`src/rtl/pipe_ctrl_pkg.sv`:
```
// Shared types for the pipeline stall/flush sequencer.
// Holds the FSM state encoding, the control bundle and the register-match helper.
package pipe_ctrl_pkg;

  localparam int unsigned REG_W = 5;
  localparam logic [REG_W-1:0] REG_ZERO = '0;

  typedef enum logic [1:0] {
    ST_RUN       = 2'd0,
    ST_DMEM_WAIT = 2'd1,
    ST_DROP      = 2'd2
  } state_e;

  typedef struct packed {
    logic pc_en;
    logic ifid_en;
    logic idex_en;
    logic exmem_en;
    logic memwb_en;
    logic ifid_flush;
    logic idex_flush;
    logic memwb_flush;
  } ctrl_bundle_t;

  // Canned control patterns, ordered as the struct fields above
  localparam ctrl_bundle_t CTRL_FLOW     = ctrl_bundle_t'(8'b1111_1000);
  localparam ctrl_bundle_t CTRL_FREEZE   = ctrl_bundle_t'(8'b0000_1001);
  localparam ctrl_bundle_t CTRL_RELEASE  = ctrl_bundle_t'(8'b0001_1000);
  localparam ctrl_bundle_t CTRL_STALL    = ctrl_bundle_t'(8'b0011_1010);
  localparam ctrl_bundle_t CTRL_REDIRECT = ctrl_bundle_t'(8'b1111_1100);
  localparam ctrl_bundle_t CTRL_FETCH    = ctrl_bundle_t'(8'b0111_1100);

  // A producer only matters when it writes a real register the consumer reads
  function automatic logic reg_match(input logic [REG_W-1:0] rd,
                                     input logic [REG_W-1:0] src,
                                     input logic             use_src);
    return use_src && (rd != REG_ZERO) && (rd == src);
  endfunction

endpackage

```
`src/rtl/pipeline_hazard_ctrl_if.sv`:
```
// Hazard-controller bus: pipeline status in, stage enables/flushes out.
// Optional counter outputs exist only when HAZARD_PERF_EN is defined.
interface pipeline_hazard_ctrl_if #(
  parameter int unsigned CNT_W = 16
);
  logic [4:0] rs1_ID;
  logic [4:0] rs2_ID;
  logic       use_rs1_ID;
  logic       use_rs2_ID;
  logic       branch_ID;
  logic       redirect_ID;
  logic [4:0] rd_EX;
  logic       RegWrite_EX;
  logic       MemRead_EX;
  logic [4:0] rd_MEM;
  logic       MemRead_MEM;
  logic       dmem_req_MEM;
  logic       dmem_ready;
  logic       imem_ready;

  logic       pc_en;
  logic       ifid_en;
  logic       idex_en;
  logic       exmem_en;
  logic       memwb_en;
  logic       ifid_flush;
  logic       idex_flush;
  logic       memwb_flush;
  logic [1:0] state_o;
  logic       err_timeout;
`ifdef HAZARD_PERF_EN
  logic [CNT_W-1:0] perf_data_stall;
  logic [CNT_W-1:0] perf_dmem_stall;
  logic [CNT_W-1:0] perf_flush;
`endif

  modport master (
    input  rs1_ID, rs2_ID, use_rs1_ID, use_rs2_ID, branch_ID, redirect_ID,
    input  rd_EX, RegWrite_EX, MemRead_EX, rd_MEM, MemRead_MEM,
    input  dmem_req_MEM, dmem_ready, imem_ready,
    output pc_en, ifid_en, idex_en, exmem_en, memwb_en,
    output ifid_flush, idex_flush, memwb_flush, state_o, err_timeout
`ifdef HAZARD_PERF_EN
    , output perf_data_stall, perf_dmem_stall, perf_flush
`endif
  );

  modport slave (
    output rs1_ID, rs2_ID, use_rs1_ID, use_rs2_ID, branch_ID, redirect_ID,
    output rd_EX, RegWrite_EX, MemRead_EX, rd_MEM, MemRead_MEM,
    output dmem_req_MEM, dmem_ready, imem_ready,
    input  pc_en, ifid_en, idex_en, exmem_en, memwb_en,
    input  ifid_flush, idex_flush, memwb_flush, state_o, err_timeout
`ifdef HAZARD_PERF_EN
    , input perf_data_stall, perf_dmem_stall, perf_flush
`endif
  );

endinterface

```
`src/rtl/pipeline_hazard_ctrl_hazard_detect.sv`:
```
// Combinational detection of load-use (EX->ID) and load-to-branch (MEM->ID) hazards.
module hazard_detect
  import pipe_ctrl_pkg::*;
(
  input  logic [REG_W-1:0] rs1_i,
  input  logic [REG_W-1:0] rs2_i,
  input  logic             use_rs1_i,
  input  logic             use_rs2_i,
  input  logic             branch_i,
  input  logic [REG_W-1:0] rd_ex_i,
  input  logic             mem_read_ex_i,
  input  logic [REG_W-1:0] rd_mem_i,
  input  logic             mem_read_mem_i,
  output logic             lu_o,
  output logic             lb_o
);

  assign lu_o = mem_read_ex_i &
                (reg_match(rd_ex_i, rs1_i, use_rs1_i) | reg_match(rd_ex_i, rs2_i, use_rs2_i));

  // Branch operands are consumed in ID, so a load still in MEM is one cycle too late
  assign lb_o = branch_i & mem_read_mem_i &
                (reg_match(rd_mem_i, rs1_i, use_rs1_i) | reg_match(rd_mem_i, rs2_i, use_rs2_i));

endmodule

```
`src/rtl/pipeline_hazard_ctrl.sv`:
```
// Stall/flush sequencer for the 5-stage pipeline (RUN / DMEM_WAIT / DROP).
// Define HAZARD_PERF_EN to add saturating stall/flush performance counters.
module pipeline_hazard_ctrl
  import pipe_ctrl_pkg::*;
#(
  parameter int unsigned DMEM_TIMEOUT = 64,
  parameter int unsigned CNT_W        = 16
) (
  input  logic                  clk,
  input  logic                  rstn,
  pipeline_hazard_ctrl_if.master bus
);

  localparam int unsigned WCNT_W = (DMEM_TIMEOUT > 2) ? $clog2(DMEM_TIMEOUT) : 1;
  localparam logic [WCNT_W-1:0] WAIT_LAST = WCNT_W'(DMEM_TIMEOUT - 1);

  state_e            state_q, state_d;
  logic [WCNT_W-1:0] wait_cnt_q, wait_cnt_d;
  logic              err_q, err_d;
  ctrl_bundle_t      ctrl;
  logic              lu, lb, data_stall, dm;

  hazard_detect u_hazard_detect (
    .rs1_i          (bus.rs1_ID),
    .rs2_i          (bus.rs2_ID),
    .use_rs1_i      (bus.use_rs1_ID),
    .use_rs2_i      (bus.use_rs2_ID),
    .branch_i       (bus.branch_ID),
    .rd_ex_i        (bus.rd_EX),
    .mem_read_ex_i  (bus.MemRead_EX),
    .rd_mem_i       (bus.rd_MEM),
    .mem_read_mem_i (bus.MemRead_MEM),
    .lu_o           (lu),
    .lb_o           (lb)
  );

  assign data_stall = lu | lb;
  assign dm         = bus.dmem_req_MEM & ~bus.dmem_ready;

  // State register, wait counter and sticky timeout flag
  always_ff @(posedge clk or negedge rstn) begin
    if (!rstn) begin
      state_q    <= ST_RUN;
      wait_cnt_q <= '0;
      err_q      <= 1'b0;
    end else begin
      state_q    <= state_d;
      wait_cnt_q <= wait_cnt_d;
      err_q      <= err_d;
    end
  end

  // Next-state logic
  always_comb begin
    state_d    = state_q;
    wait_cnt_d = wait_cnt_q;
    err_d      = err_q;
    unique case (state_q)
      ST_RUN: begin
        if (dm) begin
          state_d    = ST_DMEM_WAIT;
          wait_cnt_d = '0;
        end else if (!data_stall && bus.redirect_ID && !bus.imem_ready) begin
          state_d = ST_DROP;
        end
      end
      ST_DMEM_WAIT: begin
        if (bus.dmem_ready) begin
          state_d    = ST_RUN;
          wait_cnt_d = '0;
        end else if (wait_cnt_q == WAIT_LAST) begin
          err_d = 1'b1;
        end else begin
          wait_cnt_d = wait_cnt_q + WCNT_W'(1);
        end
      end
      ST_DROP: begin
        if (!dm && bus.imem_ready) state_d = ST_RUN;
      end
      default: state_d = ST_RUN;
    endcase
  end

  // Mealy control outputs; reset forces free flow
  always_comb begin
    ctrl = CTRL_FLOW;
    if (rstn) begin
      unique case (state_q)
        ST_RUN: begin
          if (dm)                    ctrl = CTRL_FREEZE;
          else if (data_stall)       ctrl = CTRL_STALL;
          else if (bus.redirect_ID)  ctrl = CTRL_REDIRECT;
          else if (!bus.imem_ready)  ctrl = CTRL_FETCH;
        end
        ST_DMEM_WAIT: ctrl = bus.dmem_ready ? CTRL_RELEASE : CTRL_FREEZE;
        ST_DROP: begin
          if (dm) begin
            ctrl = CTRL_FREEZE;
          end else begin
            // The returning stale word is bubbled; its arrival releases the next fetch
            ctrl       = CTRL_FETCH;
            ctrl.pc_en = bus.imem_ready;
          end
        end
        default: ctrl = CTRL_FLOW;
      endcase
    end
  end

  assign bus.pc_en       = ctrl.pc_en;
  assign bus.ifid_en     = ctrl.ifid_en;
  assign bus.idex_en     = ctrl.idex_en;
  assign bus.exmem_en    = ctrl.exmem_en;
  assign bus.memwb_en    = ctrl.memwb_en;
  assign bus.ifid_flush  = ctrl.ifid_flush;
  assign bus.idex_flush  = ctrl.idex_flush;
  assign bus.memwb_flush = ctrl.memwb_flush;
  assign bus.state_o     = state_q;
  assign bus.err_timeout = err_q;

`ifdef HAZARD_PERF_EN
  logic [CNT_W-1:0] perf_data_q, perf_dmem_q, perf_flush_q;
  logic             ev_data, ev_dmem, ev_flush;

  assign ev_data  = (state_q == ST_RUN) & ~dm & data_stall;
  assign ev_dmem  = (state_q == ST_DMEM_WAIT) ? ~bus.dmem_ready : dm;
  assign ev_flush = ctrl.ifid_flush;

  // Saturating event counters
  always_ff @(posedge clk or negedge rstn) begin
    if (!rstn) begin
      perf_data_q  <= '0;
      perf_dmem_q  <= '0;
      perf_flush_q <= '0;
    end else begin
      if (ev_data  && !(&perf_data_q))  perf_data_q  <= perf_data_q  + CNT_W'(1);
      if (ev_dmem  && !(&perf_dmem_q))  perf_dmem_q  <= perf_dmem_q  + CNT_W'(1);
      if (ev_flush && !(&perf_flush_q)) perf_flush_q <= perf_flush_q + CNT_W'(1);
    end
  end

  assign bus.perf_data_stall = perf_data_q;
  assign bus.perf_dmem_stall = perf_dmem_q;
  assign bus.perf_flush      = perf_flush_q;
`endif

endmodule

```
`src/flat_wrapper.sv`:
```
// flat-port wrapper written by rule: the top's interface ports become plain ports
module pipeline_hazard_ctrl_flat import pipe_ctrl_pkg::*;
#(
  parameter int unsigned DMEM_TIMEOUT = 64,
  parameter int unsigned CNT_W        = 16
)
  (clk, rstn, bus_rs1_ID, bus_rs2_ID, bus_use_rs1_ID, bus_use_rs2_ID, bus_branch_ID, bus_redirect_ID, bus_rd_EX, bus_RegWrite_EX, bus_MemRead_EX, bus_rd_MEM, bus_MemRead_MEM, bus_dmem_req_MEM, bus_dmem_ready, bus_imem_ready, bus_pc_en, bus_ifid_en, bus_idex_en, bus_exmem_en, bus_memwb_en, bus_ifid_flush, bus_idex_flush, bus_memwb_flush, bus_state_o, bus_err_timeout);
  pipeline_hazard_ctrl_if #(.CNT_W(CNT_W)) bus_i ();
  input  logic clk;
  input  logic rstn;
  input wire logic [$bits(bus_i.rs1_ID)-1:0] bus_rs1_ID;
  input wire logic [$bits(bus_i.rs2_ID)-1:0] bus_rs2_ID;
  input wire logic [$bits(bus_i.use_rs1_ID)-1:0] bus_use_rs1_ID;
  input wire logic [$bits(bus_i.use_rs2_ID)-1:0] bus_use_rs2_ID;
  input wire logic [$bits(bus_i.branch_ID)-1:0] bus_branch_ID;
  input wire logic [$bits(bus_i.redirect_ID)-1:0] bus_redirect_ID;
  input wire logic [$bits(bus_i.rd_EX)-1:0] bus_rd_EX;
  input wire logic [$bits(bus_i.RegWrite_EX)-1:0] bus_RegWrite_EX;
  input wire logic [$bits(bus_i.MemRead_EX)-1:0] bus_MemRead_EX;
  input wire logic [$bits(bus_i.rd_MEM)-1:0] bus_rd_MEM;
  input wire logic [$bits(bus_i.MemRead_MEM)-1:0] bus_MemRead_MEM;
  input wire logic [$bits(bus_i.dmem_req_MEM)-1:0] bus_dmem_req_MEM;
  input wire logic [$bits(bus_i.dmem_ready)-1:0] bus_dmem_ready;
  input wire logic [$bits(bus_i.imem_ready)-1:0] bus_imem_ready;
  output wire logic [$bits(bus_i.pc_en)-1:0] bus_pc_en;
  output wire logic [$bits(bus_i.ifid_en)-1:0] bus_ifid_en;
  output wire logic [$bits(bus_i.idex_en)-1:0] bus_idex_en;
  output wire logic [$bits(bus_i.exmem_en)-1:0] bus_exmem_en;
  output wire logic [$bits(bus_i.memwb_en)-1:0] bus_memwb_en;
  output wire logic [$bits(bus_i.ifid_flush)-1:0] bus_ifid_flush;
  output wire logic [$bits(bus_i.idex_flush)-1:0] bus_idex_flush;
  output wire logic [$bits(bus_i.memwb_flush)-1:0] bus_memwb_flush;
  output wire logic [$bits(bus_i.state_o)-1:0] bus_state_o;
  output wire logic [$bits(bus_i.err_timeout)-1:0] bus_err_timeout;
  assign bus_i.rs1_ID = bus_rs1_ID;
  assign bus_i.rs2_ID = bus_rs2_ID;
  assign bus_i.use_rs1_ID = bus_use_rs1_ID;
  assign bus_i.use_rs2_ID = bus_use_rs2_ID;
  assign bus_i.branch_ID = bus_branch_ID;
  assign bus_i.redirect_ID = bus_redirect_ID;
  assign bus_i.rd_EX = bus_rd_EX;
  assign bus_i.RegWrite_EX = bus_RegWrite_EX;
  assign bus_i.MemRead_EX = bus_MemRead_EX;
  assign bus_i.rd_MEM = bus_rd_MEM;
  assign bus_i.MemRead_MEM = bus_MemRead_MEM;
  assign bus_i.dmem_req_MEM = bus_dmem_req_MEM;
  assign bus_i.dmem_ready = bus_dmem_ready;
  assign bus_i.imem_ready = bus_imem_ready;
  assign bus_pc_en = bus_i.pc_en;
  assign bus_ifid_en = bus_i.ifid_en;
  assign bus_idex_en = bus_i.idex_en;
  assign bus_exmem_en = bus_i.exmem_en;
  assign bus_memwb_en = bus_i.memwb_en;
  assign bus_ifid_flush = bus_i.ifid_flush;
  assign bus_idex_flush = bus_i.idex_flush;
  assign bus_memwb_flush = bus_i.memwb_flush;
  assign bus_state_o = bus_i.state_o;
  assign bus_err_timeout = bus_i.err_timeout;
  pipeline_hazard_ctrl #(.DMEM_TIMEOUT(DMEM_TIMEOUT), .CNT_W(CNT_W)) u_core (.clk(clk), .rstn(rstn), .bus(bus_i));
endmodule
```
`config.mk`:
```
export PLATFORM = sky130hd
export DESIGN_NAME = pipeline_hazard_ctrl_flat
export DESIGN_NICKNAME = d
export VERILOG_FILES = /design/src/rtl/pipe_ctrl_pkg.sv /design/src/rtl/pipeline_hazard_ctrl_if.sv /design/src/rtl/pipeline_hazard_ctrl_hazard_detect.sv /design/src/rtl/pipeline_hazard_ctrl.sv /design/src/flat_wrapper.sv
export SDC_FILE = /design/constraint.sdc
export NUM_CORES = 1
export LEC_CHECK = 0
export CORE_MARGIN = 4
export CORE_UTILIZATION = 42
export CTS_CLUSTER_DIAMETER = 30
export CTS_CLUSTER_SIZE = 30
export DETAILED_ROUTE_END_ITERATION = 10
export GPL_TIMING_DRIVEN = 0
export PLACE_DENSITY = 0.91
export SLEW_MARGIN = 20
export SYNTH_ARGS = -nofsm -noshare
export SYNTH_HDL_FRONTEND = slang
export SYNTH_HIERARCHICAL = 1
export SYNTH_SLANG_ARGS = --single-unit
```
`constraint.sdc`:
```
create_clock -name clk -period 3.8 [get_ports clk]
set_input_delay 0.38 -clock clk [delete_from_list [all_inputs] [get_ports clk]]
set_output_delay 0.38 -clock clk [all_outputs]
set_load 0.01 [all_outputs]
```
==> summary by stage, run 1 <==
Setup path
The kind of critical path is in -> out. The signal on the critical path passes through clkdlybuf4s50_1, or4_4, o211ai_2, a21oi_1, nor2_1, o21ai_0, a21oi_1, clkdlybuf4s50_1. Among cell families on the critical path, the largest total delay comes from buffers and inverters. The depth of the worst register-to-register path is 5. Counting both buffers and inverters, the worst setup path holds a total of 2. The kind of end point of the critical path is an output port. On the worst path, the slowest cell contributes a delay of 0.56 ns.

The kind of start point of the critical path is a primary input. The signal arrival time at the worst endpoint is 2.71 ns. The highest-delay cell along the critical path is sky130_fd_sc_hd__or4_4. The maximum net fanout on the critical path is 4. The endpoint required time on the critical path is 3.42 ns.

The path length in cells of the critical path is 8.

Yosys
In this run, synthesis inferred 0 flip-flops with an integrated enable. The synthesized cell area is 848 sq um. The register bit count reported by yosys is 9. Yosys mapped the design onto 40 distinct sky130hd cell types.

The mux cell area share after synthesis is 2.95%. The average footprint of a synthesized cell is 8.40 sq um. In the synthesized netlist, the number of instances is 101. The cell type with the highest aggregate area in the netlist is sky130_fd_sc_hd__dfrtp_1. The net count after synthesis is 134. After synthesis, flip-flops and latches occupy 26.5% of the total area. The count of yosys warnings during synthesis is 6. The async set-reset flop share out of synthesis is 100%. Summing the areas of all compound-gate instances in the mapped netlist gives 19.6% of the synthesized area. Summing the areas of all xor and xnor instances in the mapped netlist gives 20.6% of the synthesized area. By area the synthesized netlist is led by sky130_fd_sc_hd__dfrtp_1 27%, sky130_fd_sc_hd__xor2_1 17%, sky130_fd_sc_hd__a21oi_1 5.3%. The leading register cell type out of synthesis is sky130_fd_sc_hd__dfrtp_1. In this run the biggest area consumer among cell types represents 26.5% of the synthesized area.

Of the total synthesized cell area, the portion taken by AND, OR, NAND and NOR gates is 23.6%. The largest family of logic cells by synthesized area is simple AND/OR/NAND/NOR gates. Of the total synthesized cell area, the portion taken by full adders, half adders and majority gates is 1.47%.

Place
The number of port buffers is 40. The final HPWL from detailed placement is 2.25 mm. In this run the cell area measured after placement is 1280 sq um. The post-placement cell count is 166. The final estimated routing congestion in global placement is 0.824.

Final layout
The finished cells cover 1310 sq um. The final net count is 179. The final core utilization is 71.8%.

The count of cells in the finished layout, fillers not included, comes to 170. The most frequent standard cell in the layout excluding fill and tap cells is sky130_fd_sc_hd__clkdlybuf4s50_1. The share of cells above drive strength 1 is 10.3%. The filler cell count is 148. In the layout the commonest cells are 40 x sky130_fd_sc_hd__clkdlybuf4s50_1, 16 x sky130_fd_sc_hd__xor2_1, 9 x sky130_fd_sc_hd__a21oi_1, 9 x sky130_fd_sc_hd__dfrtp_1, 7 x sky130_fd_sc_hd__nand3_1. The area growth from synthesis to layout is 54.1%. The number of antenna diodes in the final layout is 0.

Power and ir drop
The switching power as a share of total power is 31.9%. Summed over all nets, the switching power comes to 0.0969 mW. The clock network power share is 25.0%. The share of total power dissipated in sequential elements is 35.0%. The internal power component is 0.207 mW. The power density relative to cell area is 232 nW/um^2. IR analysis of the VDD net gives a maximum drop of 0.000176 V.

The combinational share of power is 40.0%. The analysis attributes to cell leakage a power of 0.548 nW.

Clocking
TritonCTS built the clock tree. The post-CTS repair timing setup buffer count is 0. For this design, the CTS-stage hold fixing added 0 buffers.

The count of instances resized after the clock tree is built is 0. The H-tree depth reported by CTS is 1. The clock transition time at the flip-flop clock pins of the worst setup and hold paths is 0.07 ns. The clock net sink count is 9. The maximum buffer depth of the clock tree is 2.

The number of clock buffers added by TritonCTS is 3. The tree is rooted in a sky130_fd_sc_hd__clkbuf_4. The clock latency at the later pin of the worst-skew pair is 0.26 ns.

Timing
On the final layout, the worst clock skew is 0.00191 ns. The total count of hold-check failures in the final report is 0. The setup violation total in the final timing report is 0. Timing would allow up to 0.323 GHz. The share of the clock period used by the worst path after layout is 81.4%. Setup repair after global routing left no endpoint under its margin. For the pin with the worst max-slew slack, the measured transition is 0.511 ns.

Headroom to the max-slew limit came out at 65.8%. The clock period could shrink to 3.09 ns. In the final timing run, aggregate negative setup slack is 0 ns.

The number of max-slew violations in the final report is 0.

Die
The initialized floorplan defines 15 standard-cell rows. The horizontal die dimension is 52.9 um. The initial utilization of the core area, before any placement, comes to 46.6%. The die outline height is 52.9 um. The die covers 2800 sq um. The total core area is 1820 sq um.

The number of top-level design ports is 43.

Detailed routing
After detailed routing, the number of remaining DRC violations is 0. For this block, the routed nets add up to 2.67 mm of wire. The detail route stage leaves a number of antenna-violating nets equal to 0. The average routed wire per standard cell is 15.7 um. The first-iteration detailed-routing DRC count is 31. Using the TritonRoute via totals, the vias-per-cell ratio works out to 5.44. The vias after detailed routing is 924. The number of iterations in the first detailed-routing pass is 4.

Hold path
The type of the tightest min-delay check is in -> async.

Run
Across the run, the number of max-cap violations was 0.

Global route
Entering global routing, the biggest net connects 13 pins. The number of global-route vias before repair was 952. The first global-routing pass estimated 4.13 mm of wire.

The initial antenna violation count was 0. Summed over all layers, the global routing overflow is 0. In the global route stage, overall resource usage came out at 20.4%.

Run status
The flow ran to the end, and the final reports show no timing, DRC or antenna violations.
flip-flops by register name (all words and copies together), names as in the netlist:
signal	count
u_core/bus.err_timeout	1
u_core/bus.state_o	2
u_core/wait_cnt_q	6
metrics by stage:
step	hold slack (ns)	total power, mW	worst slack [ns]
global route	0.464	0.320	0.544
global placement	0.437	0.223	0.751
detailed placement	0.452	0.228	0.718
CTS	0.462	0.305	0.699
floorplan	0.0844	0.160	1.82
finish	0.453	0.304	0.708
final cells by class:
type	count	area [sq um]	share of cell area [%]
clock buffers	3	22.5	1.72
inverters	6	22.5	1.72
flip-flops and latches	9	225	17.2
plain buffers	3	17.5	1.34
clock inverters	1	5.00	0.383
multi-input cells	83	583	44.6
repair buffers	40	400	30.6
well taps	25	31.3	2.39
worst paths after layout:
check | start | endpoint | slack (ns)
min in group clk | u_core/bus.err_timeout | u_core/bus.err_timeout | 0.47
hold reg to reg | u_core/bus.err_timeout | u_core/bus.err_timeout | 0.47
setup reg to reg | u_core/wait_cnt_q[0] | u_core/wait_cnt_q[0] | 2.05
max in group asynchronous | rstn | u_core/wait_cnt_q[2] | 3.00
setup / recovery | bus_rd_MEM[1] | bus_ifid_flush | 0.71
hold / removal | rstn | u_core/bus.state_o[0] | 0.45
metal layers:
metal | up-vias | part of all wire, % | track usage (%) | wire (um)
li1 | 450 | - | - | -
met1 | 437 | 40 | 22.9 | 1070
met2 | 33 | 55 | 37.8 | 1460
met3 | 4 | 4.0 | 4.79 | 107
met4 | 0 | 1.2 | 5.11 | 33
met5 | - | 0 | 0 | 0
kinds of logic (layout without fill, tap and decap cells):
group	count (synthesis)	in the layout
AOI/OAI and AO/OA	26	26
xor gates and xnor gates	20	20
adders and majority gates	1	1
buffers and inverters	9	53
DFF	9	9
muxes	2	2
other	1	1
and+or+nand+nor	33	33
power groups by stage:
stage	combinational, mW	clock [mW]	sequential (mW)
after detailed placement	0.120	0	0.108
after global routing	0.130	0.0827	0.108
after global placement	0.115	0	0.108
after CTS	0.121	0.0777	0.106
after floorplan	0.0515	0	0.108
final	0.121	0.0760	0.106
cells in the mapped netlist, types with 2 or more instances:
library cell	instances
sky130_fd_sc_hd__a21boi_1	2
sky130_fd_sc_hd__a21oi_1	9
sky130_fd_sc_hd__a31oi_1	2
sky130_fd_sc_hd__buf_2	2
sky130_fd_sc_hd__dfrtp_1	9
sky130_fd_sc_hd__inv_1	5
sky130_fd_sc_hd__nand2_1	5
sky130_fd_sc_hd__nand3_1	7
sky130_fd_sc_hd__nor2_1	4
sky130_fd_sc_hd__nor4_1	4
sky130_fd_sc_hd__o21ai_0	2
sky130_fd_sc_hd__o21ai_1	4
sky130_fd_sc_hd__xnor2_1	4
sky130_fd_sc_hd__xor2_1	16
Power figures use the tool's default switching activity.
==> run 2: changes to the inputs <==
Settings changed: CORE_UTILIZATION 42 to 36, PLACE_DENSITY 0.91 to 0.83.
Clock period 3.8 ns to 2.8 ns, I/O delays scaled along.
==> summary by stage, run 2 (same netlist as run 1, synthesis figures left out) <==
Die
The number of core rows came to 17 (+2). The die outline height is 56.5 um (+6.8%). The area enclosed by the die boundary is 3200 sq um (+14%). The number of top-level design ports is 43 (unchanged).

The total core area is 2230 sq um (+23%). The starting density of the core is 38.0% (-8.6 points). The horizontal die dimension came to 56.5 um (+6.8%).

Timing
Timing would allow up to 0.370 GHz. The slew of the pin with the lowest slew margin is 0.509 ns (-0.00168 ns). The headroom to the max-slew limit is 65.9% (+0.11 points). The total count of hold-check failures in the final report came to 0 (unchanged). The tightest hold margin is 0.359 ns (-0.0939 ns). The setup violation total in the final timing report is 0 (unchanged).

The number of max-slew violations in the final report is 0 (unchanged). The share of the clock period used by the worst path after layout is 96.6%. The worst setup skew after layout came to 0.000482 ns (-0.00143 ns).

The minimum clock period is 2.71 ns.

Setup path
The maximum net fanout on the critical path is 3 (-1). The endpoint required time on the critical path is 2.52 ns (-0.90 ns). In this run the critical register-to-register path is captured at u_core/wait_cnt_q[0]. The peak per-stage delay on the critical path is 0.57 ns (about the same).

The minimum setup slack among reg-to-reg paths came to 1.05 ns (-1.00 ns). The highest-delay cell along the critical path is sky130_fd_sc_hd__or4_4. The kind of critical path is in -> out. The worst setup path is captured at an output port. The origin of the critical flop-to-flop path is u_core/wait_cnt_q[0]. Counting stages on the worst path, the most repeated cell is sky130_fd_sc_hd__clkdlybuf4s50_1.

The critical path goes through clkdlybuf4s50_1, or4_4, o211ai_2, a21oi_1, nor2_2, o21ai_1, nand2_1, clkdlybuf4s50_1. The worst setup path is launched from a primary input. The signal arrival time at the worst endpoint is 2.43 ns (-0.28 ns).

The depth of the worst register-to-register path is 5 (unchanged).

Detailed routing
The routed via count divided by cell count came to 5.37 (-1.2%). The routed wire length is 2.61 mm (-2.1%). The first-iteration detailed-routing DRC count was 14 (-55%). The remaining antenna violation count after routing was 0 (unchanged).

The number of DRC violations after detailed routing is 0 (unchanged). The vias after detailed routing is 940 (+1.7%). The number of iterations in the first detailed-routing pass is 4 (unchanged). The average routed wire per standard cell was 14.9 um (-4.9%).

Final layout
The share of cells above drive strength 1 is 12.2% (+1.9 points). The register bank with the most flops is u_core/wait_cnt_q. The register area was 225 sq um (unchanged). The area occupied by multi-input gates is 592 sq um (+1.5%).

Leaving out fill and tap cells, the most frequent cell in the layout is sky130_fd_sc_hd__clkdlybuf4s50_1. The diode insertion count for antenna repair is 0 (unchanged). Relative to the synthesized area, the layout overhead comes to 57.5%. The final instance count without filler cells is 175 (+2.9%). The filler cell count was 203 (+37%). The library cells used most frequently in the layout, excluding fill and tap cells, are 36 x sky130_fd_sc_hd__clkdlybuf4s50_1, 16 x sky130_fd_sc_hd__xor2_1, 9 x sky130_fd_sc_hd__a21oi_1, 9 x sky130_fd_sc_hd__dfrtp_1, 7 x sky130_fd_sc_hd__nand3_1. The final net count is 181 (+1.1%). The final core utilization is 59.8% (-12 points). The number of flip-flops under the largest register name is 6 (unchanged).

Clocking
The number of buffers added to fix hold violations after cts is 0 (unchanged). The H-tree depth reported by CTS is 1 (unchanged). The clock latency at the later pin of the worst-skew pair is 0.26 ns (about the same). The number of clock buffers inserted by TritonCTS came to 3 (unchanged).

The tree is rooted in a sky130_fd_sc_hd__clkbuf_4. The CTS tree is done. The clock transition time at the flip-flop clock pins of the worst setup and hold paths was 0.07 ns (about the same). The clock net sink count came to 9 (unchanged). The maximum buffer depth of the clock tree is 2 (unchanged).

Global route
The maximum number of pins on one net before global-route repair is 13 (unchanged). The initial antenna violation count is 0 (unchanged). The overall overflow remaining after global route came to 0 (unchanged). The overall track demand over capacity in global routing came to 16.0% (-4.3 points).

The number of global-route vias before repair came to 948 (-0.42%). The global-route wire length before repair is 4.13 mm (unchanged).

Run
The total of max-cap violations is 0 (unchanged).

Place
The post-placement cell count is 169 (+1.8%). The final estimated routing congestion in global placement is 0.793 (-3.8%). The number of port buffers is 40 (unchanged). The final HPWL from detailed placement is 2.19 mm (-2.4%).

Power and ir drop
The power density relative to cell area is 309 nW/um^2 (+33%). The total power after layout is 0.413 mW (+36%). The maximum vdd ir drop was 0.000192 V (+8.9%). The reported leakage power is 0.586 nW (+6.9%).

Hold path
The path class of the tightest hold or removal check is in -> async.

Run status
The run finished with clean final reports.
run 2: changes by cell type in the layout (fill, tap and decap cells not counted):
cell,previous run,this run
sky130_fd_sc_hd__dlygate4sd2_1,0,2
sky130_fd_sc_hd__nor4_2,0,1
sky130_fd_sc_hd__nor2_2,0,1
sky130_fd_sc_hd__dlymetal6s2s_1,0,2
sky130_fd_sc_hd__nor2_1,4,3
sky130_fd_sc_hd__nor4_1,4,3
sky130_fd_sc_hd__clkbuf_1,0,1
sky130_fd_sc_hd__buf_4,1,3
sky130_fd_sc_hd__clkinv_2,1,0
sky130_fd_sc_hd__clkdlybuf4s50_1,40,36
run 2: final cells by class:
type / instances / share of cell area, %
multi-input cells: 83 / 44.3
inverters: 6 / 1.69
clock buffers: 4 / 1.97
repair buffers: 42 / 31.3
flip-flops and latches: 9 / 16.9
well taps: 28 / 2.62
plain buffers: 3 / 1.31
run 2: worst max path at each step:
stage / start / endpoint / slack (ns) / depth (start not counted)
after detailed placement: bus_rd_MEM[1] / bus_ifid_flush / -0.14 / 8
after floorplan: bus_rd_MEM[1] / bus_ifid_flush / 1.02 / 6
after global placement: bus_rd_MEM[1] / bus_ifid_flush / -0.06 / 8
after CTS: bus_rd_EX[3] / bus_idex_flush / 0.04 / 8
final: bus_rd_MEM[1] / bus_ifid_en / 0.09 / 8
after global routing: bus_rd_EX[1] / bus_ifid_en / -0.006 / 9
run 2: power breakdown:
part / internal (mW) / switching (mW) / total [mW]
Combinational: 0.0904 / 0.0747 / 0.165
Sequential: 0.137 / 0.00798 / 0.145
Clock: 0.0549 / 0.0485 / 0.103
run 2: through the flow:
step | instance area, sq um | setup slack [ns] | setup TNS [ns]
after floorplan | 848 | 1.02 | 0
after global placement | 1280 | -0.0627 | -0.0796
after detailed placement | 1280 | -0.143 | -0.217
after CTS | 1310 | 0.0420 | 0
after global routing | 1340 | -0.00581 | -0.00581
final | 1340 | 0.0939 | 0
run 2: worst max-delay path, delay by kind of cell:
| kind | cells | cell delay (ns) |
|---|---|---|
| and+or+nand+nor | 3 | 0.81 |
| buffers and inverters | 2 | 1.02 |
| AOI/OAI and AO/OA | 3 | 0.33 |
run 2: what timing repair did:
| item | in CTS | in global routing |
|---|---|---|
| endpoints found under the hold margin | 0 | 0 |
| buffers inserted | 0 | 2 |
| endpoints found under the setup margin | 2 | 2 |
| gates resized for setup | 3 | 3 |
| pin swaps | 0 | 1 |
run 2: metal layers:
layer | up-vias | part of all wire (%) | global-route usage [%]
met5 | - | 0 | 0
met4 | 0 | 0.54 | 4.07
met3 | 2 | 4.4 | 1.61
met2 | 30 | 53 | 28.9
met1 | 453 | 42 | 20.2
li1 | 455 | - | -
==> run 3: changes to the inputs <==
Clock period 2.8 ns to 2.2 ns, I/O delays scaled along.
==> summary by stage, run 3 (same netlist as run 1, synthesis figures left out) <==
Run status
The run finished with clean final reports.

Timing
Based on the critical path, the design can be clocked at up to 0.468 GHz. Setup repair after global routing left no endpoint under its margin. The share of the clock period used by the worst path after layout is 97.1%. The worst setup skew after layout is 0.000740 ns (+0.000259 ns).

The number of max-slew violations in the final report came to 0 (unchanged). The total count of hold-check failures in the final report is 0 (unchanged). The worst setup slack after layout is 0.0646 ns (-0.0293 ns). The setup violation total in the final timing report is 0 (unchanged). The minimum clock period is 2.14 ns.

Setup path
The origin of the critical flop-to-flop path is u_core/wait_cnt_q[0]. The signal arrival time at the worst endpoint is 1.92 ns (-0.51 ns). The endpoint required time on the critical path is 1.98 ns (-0.54 ns).

The maximum net fanout on the critical path is 3 (unchanged). The kind of start point of the critical path is a primary input. The kind of end point of the critical path is an output port. The depth of the worst register-to-register path is 5 (unchanged). The minimum setup slack among reg-to-reg paths is 0.44 ns (-0.61 ns).

The worst register-to-register path ends at u_core/wait_cnt_q[0]. The critical path is of the in -> out type.

Die
The total core area is 2230 sq um (unchanged). The number of top-level design ports was 43 (unchanged). The die outline height came to 56.5 um (unchanged). The horizontal die dimension is 56.5 um (unchanged).

The number of core rows is 17 (unchanged). The area enclosed by the die boundary came to 3200 sq um (unchanged). The starting density of the core was 38.0% (unchanged).

Hold path
The startpoint identified for the worst hold timing path is u_core/bus.err_timeout. Counting instances, the worst hold path has a depth of 1. The worst hold path belongs to the class reg -> reg. The end point of the most critical hold path is u_core/bus.err_timeout.

Final layout
The share of cells above drive strength 1 is 19.6% (+7.3 points). The synthesis-to-finish area growth is 58.4%. The diode insertion count for antenna repair is 0 (unchanged).

The area occupied by multi-input gates is 611 sq um (+3.2%). The number of flip-flops under the largest register name is 6 (unchanged). The final net count is 182 (+0.55%). The top cell types in the final layout, fill and taps aside, are 18 x sky130_fd_sc_hd__clkdlybuf4s50_1, 16 x sky130_fd_sc_hd__xor2_1, 9 x sky130_fd_sc_hd__dfrtp_1. The register area is 225 sq um (unchanged). The filler cell count is 204 (+0.49%). The register bank with the most flops is u_core/wait_cnt_q.

Leaving out fill and tap cells, the most frequent cell in the layout is sky130_fd_sc_hd__clkdlybuf4s50_1. The final instance count without filler cells came to 176 (+0.57%).

Detailed routing
The number of DRC violations after detailed routing is 0 (unchanged). The routed wire length is 2.74 mm (+4.9%). The routed via count divided by cell count is 5.42 (+0.91%).

The first-iteration detailed-routing DRC count is 15 (+1). The average routed wire per standard cell is 15.6 um (+4.3%). The remaining antenna violation count after routing was 0 (unchanged).

The vias after detailed routing is 954 (+1.5%). The number of iterations in the first detailed-routing pass is 4 (unchanged).

Power and ir drop
The reported leakage power is 0.637 nW (+8.7%). The switching power summed over all nets is 0.169 mW (+29%). The maximum vdd ir drop is 0.000249 V (+30%). The switching power as a share of total power was 32.5% (+0.77 points). The combinational share of power is 39.6% (-0.4 points).

The power density relative to cell area is 387 nW/um^2 (+25%). The clock network power share was 24.9% (about the same). The internal power component is 0.351 mW (+24%). The power share of the sequential group is 35.5% (+0.5 points).

Place
The final HPWL from detailed placement is 2.19 mm (unchanged). The number of port buffers is 40 (unchanged). The final estimated routing congestion in global placement was 0.793 (unchanged). The worst slack after detailed placement is -0.623 ns (-0.480 ns). The post-placement cell count came to 169 (unchanged).

Clocking
The clock latency at the later pin of the worst-skew pair is 0.25 ns (about the same). The H-tree depth reported by CTS is 1 (unchanged). The root buffer cell chosen for the clock tree is sky130_fd_sc_hd__clkbuf_4. The clock net sink count is 9 (unchanged). The maximum buffer depth of the clock tree came to 2 (unchanged). The CTS tree is done. The clock transition time at the flip-flop clock pins of the worst setup and hold paths came to 0.06 ns (about the same). The number of clock buffers inserted by TritonCTS is 3 (unchanged).

Global route
The global-route wire length before repair is 4.28 mm (+3.8%). The overall overflow remaining after global route is 0 (unchanged). The initial antenna violation count is 0 (unchanged).

The number of global-route vias before repair is 980 (+3.4%). The maximum number of pins on one net before global-route repair was 13 (unchanged). The overall track demand over capacity in global routing is 16.6% (+0.57 points).

Run
The total of max-cap violations is 0 (unchanged).
run 3: changes by cell type in the layout (fill, tap and decap cells not counted), moves of 2 or more:
cell / change
sky130_fd_sc_hd__a21oi_1: -2
sky130_fd_sc_hd__a21oi_2: +2
sky130_fd_sc_hd__clkbuf_2: +4
sky130_fd_sc_hd__o21ai_1: -2
sky130_fd_sc_hd__dlymetal6s2s_1: +4
sky130_fd_sc_hd__dlygate4sd2_1: +5
sky130_fd_sc_hd__clkdlybuf4s50_1: -18
sky130_fd_sc_hd__o21ai_2: +2
sky130_fd_sc_hd__clkdlybuf4s15_1: +2
run 3: worst max path at each step:
stage                       start        endpoint  slack, ns  depth (start not counted)
CTS                 bus_rs2_ID[1]     bus_ifid_en      0.002                          9
global placement    bus_rd_MEM[1]  bus_ifid_flush      -0.54                          8
global route         bus_rd_EX[0]  bus_ifid_flush      0.002                          9
detailed placement  bus_rd_MEM[1]  bus_ifid_flush      -0.62                          8
finish               bus_rd_EX[4]  bus_ifid_flush       0.06                          9
floorplan           bus_rd_MEM[1]  bus_ifid_flush       0.54                          6
run 3: area by class of cell:
| type | instances | share of cell area, % |
|---|---|---|
| sequential | 9 | 16.8 |
| clock buffer | 4 | 1.96 |
| tap | 28 | 2.61 |
| inverter | 6 | 1.68 |
| buffer | 3 | 1.30 |
| timing repair buffer | 43 | 30.3 |
| multi-input combinational | 83 | 45.4 |
run 3: routing by layer:
metal | share of wire [%] | GRT usage (%) | wire (um) | vias up
li1 | - | - | - | 457
met1 | 42 | 20.3 | 1140 | 461
met2 | 54 | 30.7 | 1480 | 34
met3 | 3.6 | 1.61 | 98 | 2
met4 | 0.51 | 4.07 | 14 | 0
met5 | 0 | 0 | 0 | -
run 3: repair_timing:
action	4_1_cts	5_1_grt
cloned	0	0
hold buffers	0	1
resized for setup	26	20
endpoints found under the setup margin	4	5
pin swaps	6	13
setup buffers	1	1
endpoints found under the hold margin	0	9
run 3: per-stage QoR:
stage	power [mW]	instance area [sq um]	setup TNS, ns	util, %	hold slack [ns]
floorplan	0.276	848	0	-	-0.0756
global placement	0.386	1280	-1.77	57.5	0.440
detailed placement	0.396	1280	-2.07	57.5	0.454
CTS	0.516	1320	0	58.9	0.309
global route	0.548	1340	0	60.2	0.499
finish	0.520	1340	0	60.2	0.460
run 3: power by group through the flow:
stage               logic, mW  clock network (mW)  registers [mW]
floorplan              0.0890                   0           0.187
global placement        0.200                   0           0.186
detailed placement      0.208                   0           0.187
CTS                     0.202               0.130           0.184
global route            0.222               0.140           0.186
finish                  0.206               0.129           0.184
run 3: critical path, cell delays in order:
cell and delay (ns):
sky130_fd_sc_hd__clkdlybuf4s15_1 0.25, sky130_fd_sc_hd__or4_4 0.55, sky130_fd_sc_hd__o21ai_2 0.16, sky130_fd_sc_hd__a21oi_2 0.05
sky130_fd_sc_hd__nor2_2 0.17, sky130_fd_sc_hd__buf_4 0.15, sky130_fd_sc_hd__o21ai_0 0.07, sky130_fd_sc_hd__a21oi_1 0.13
sky130_fd_sc_hd__buf_2 0.17
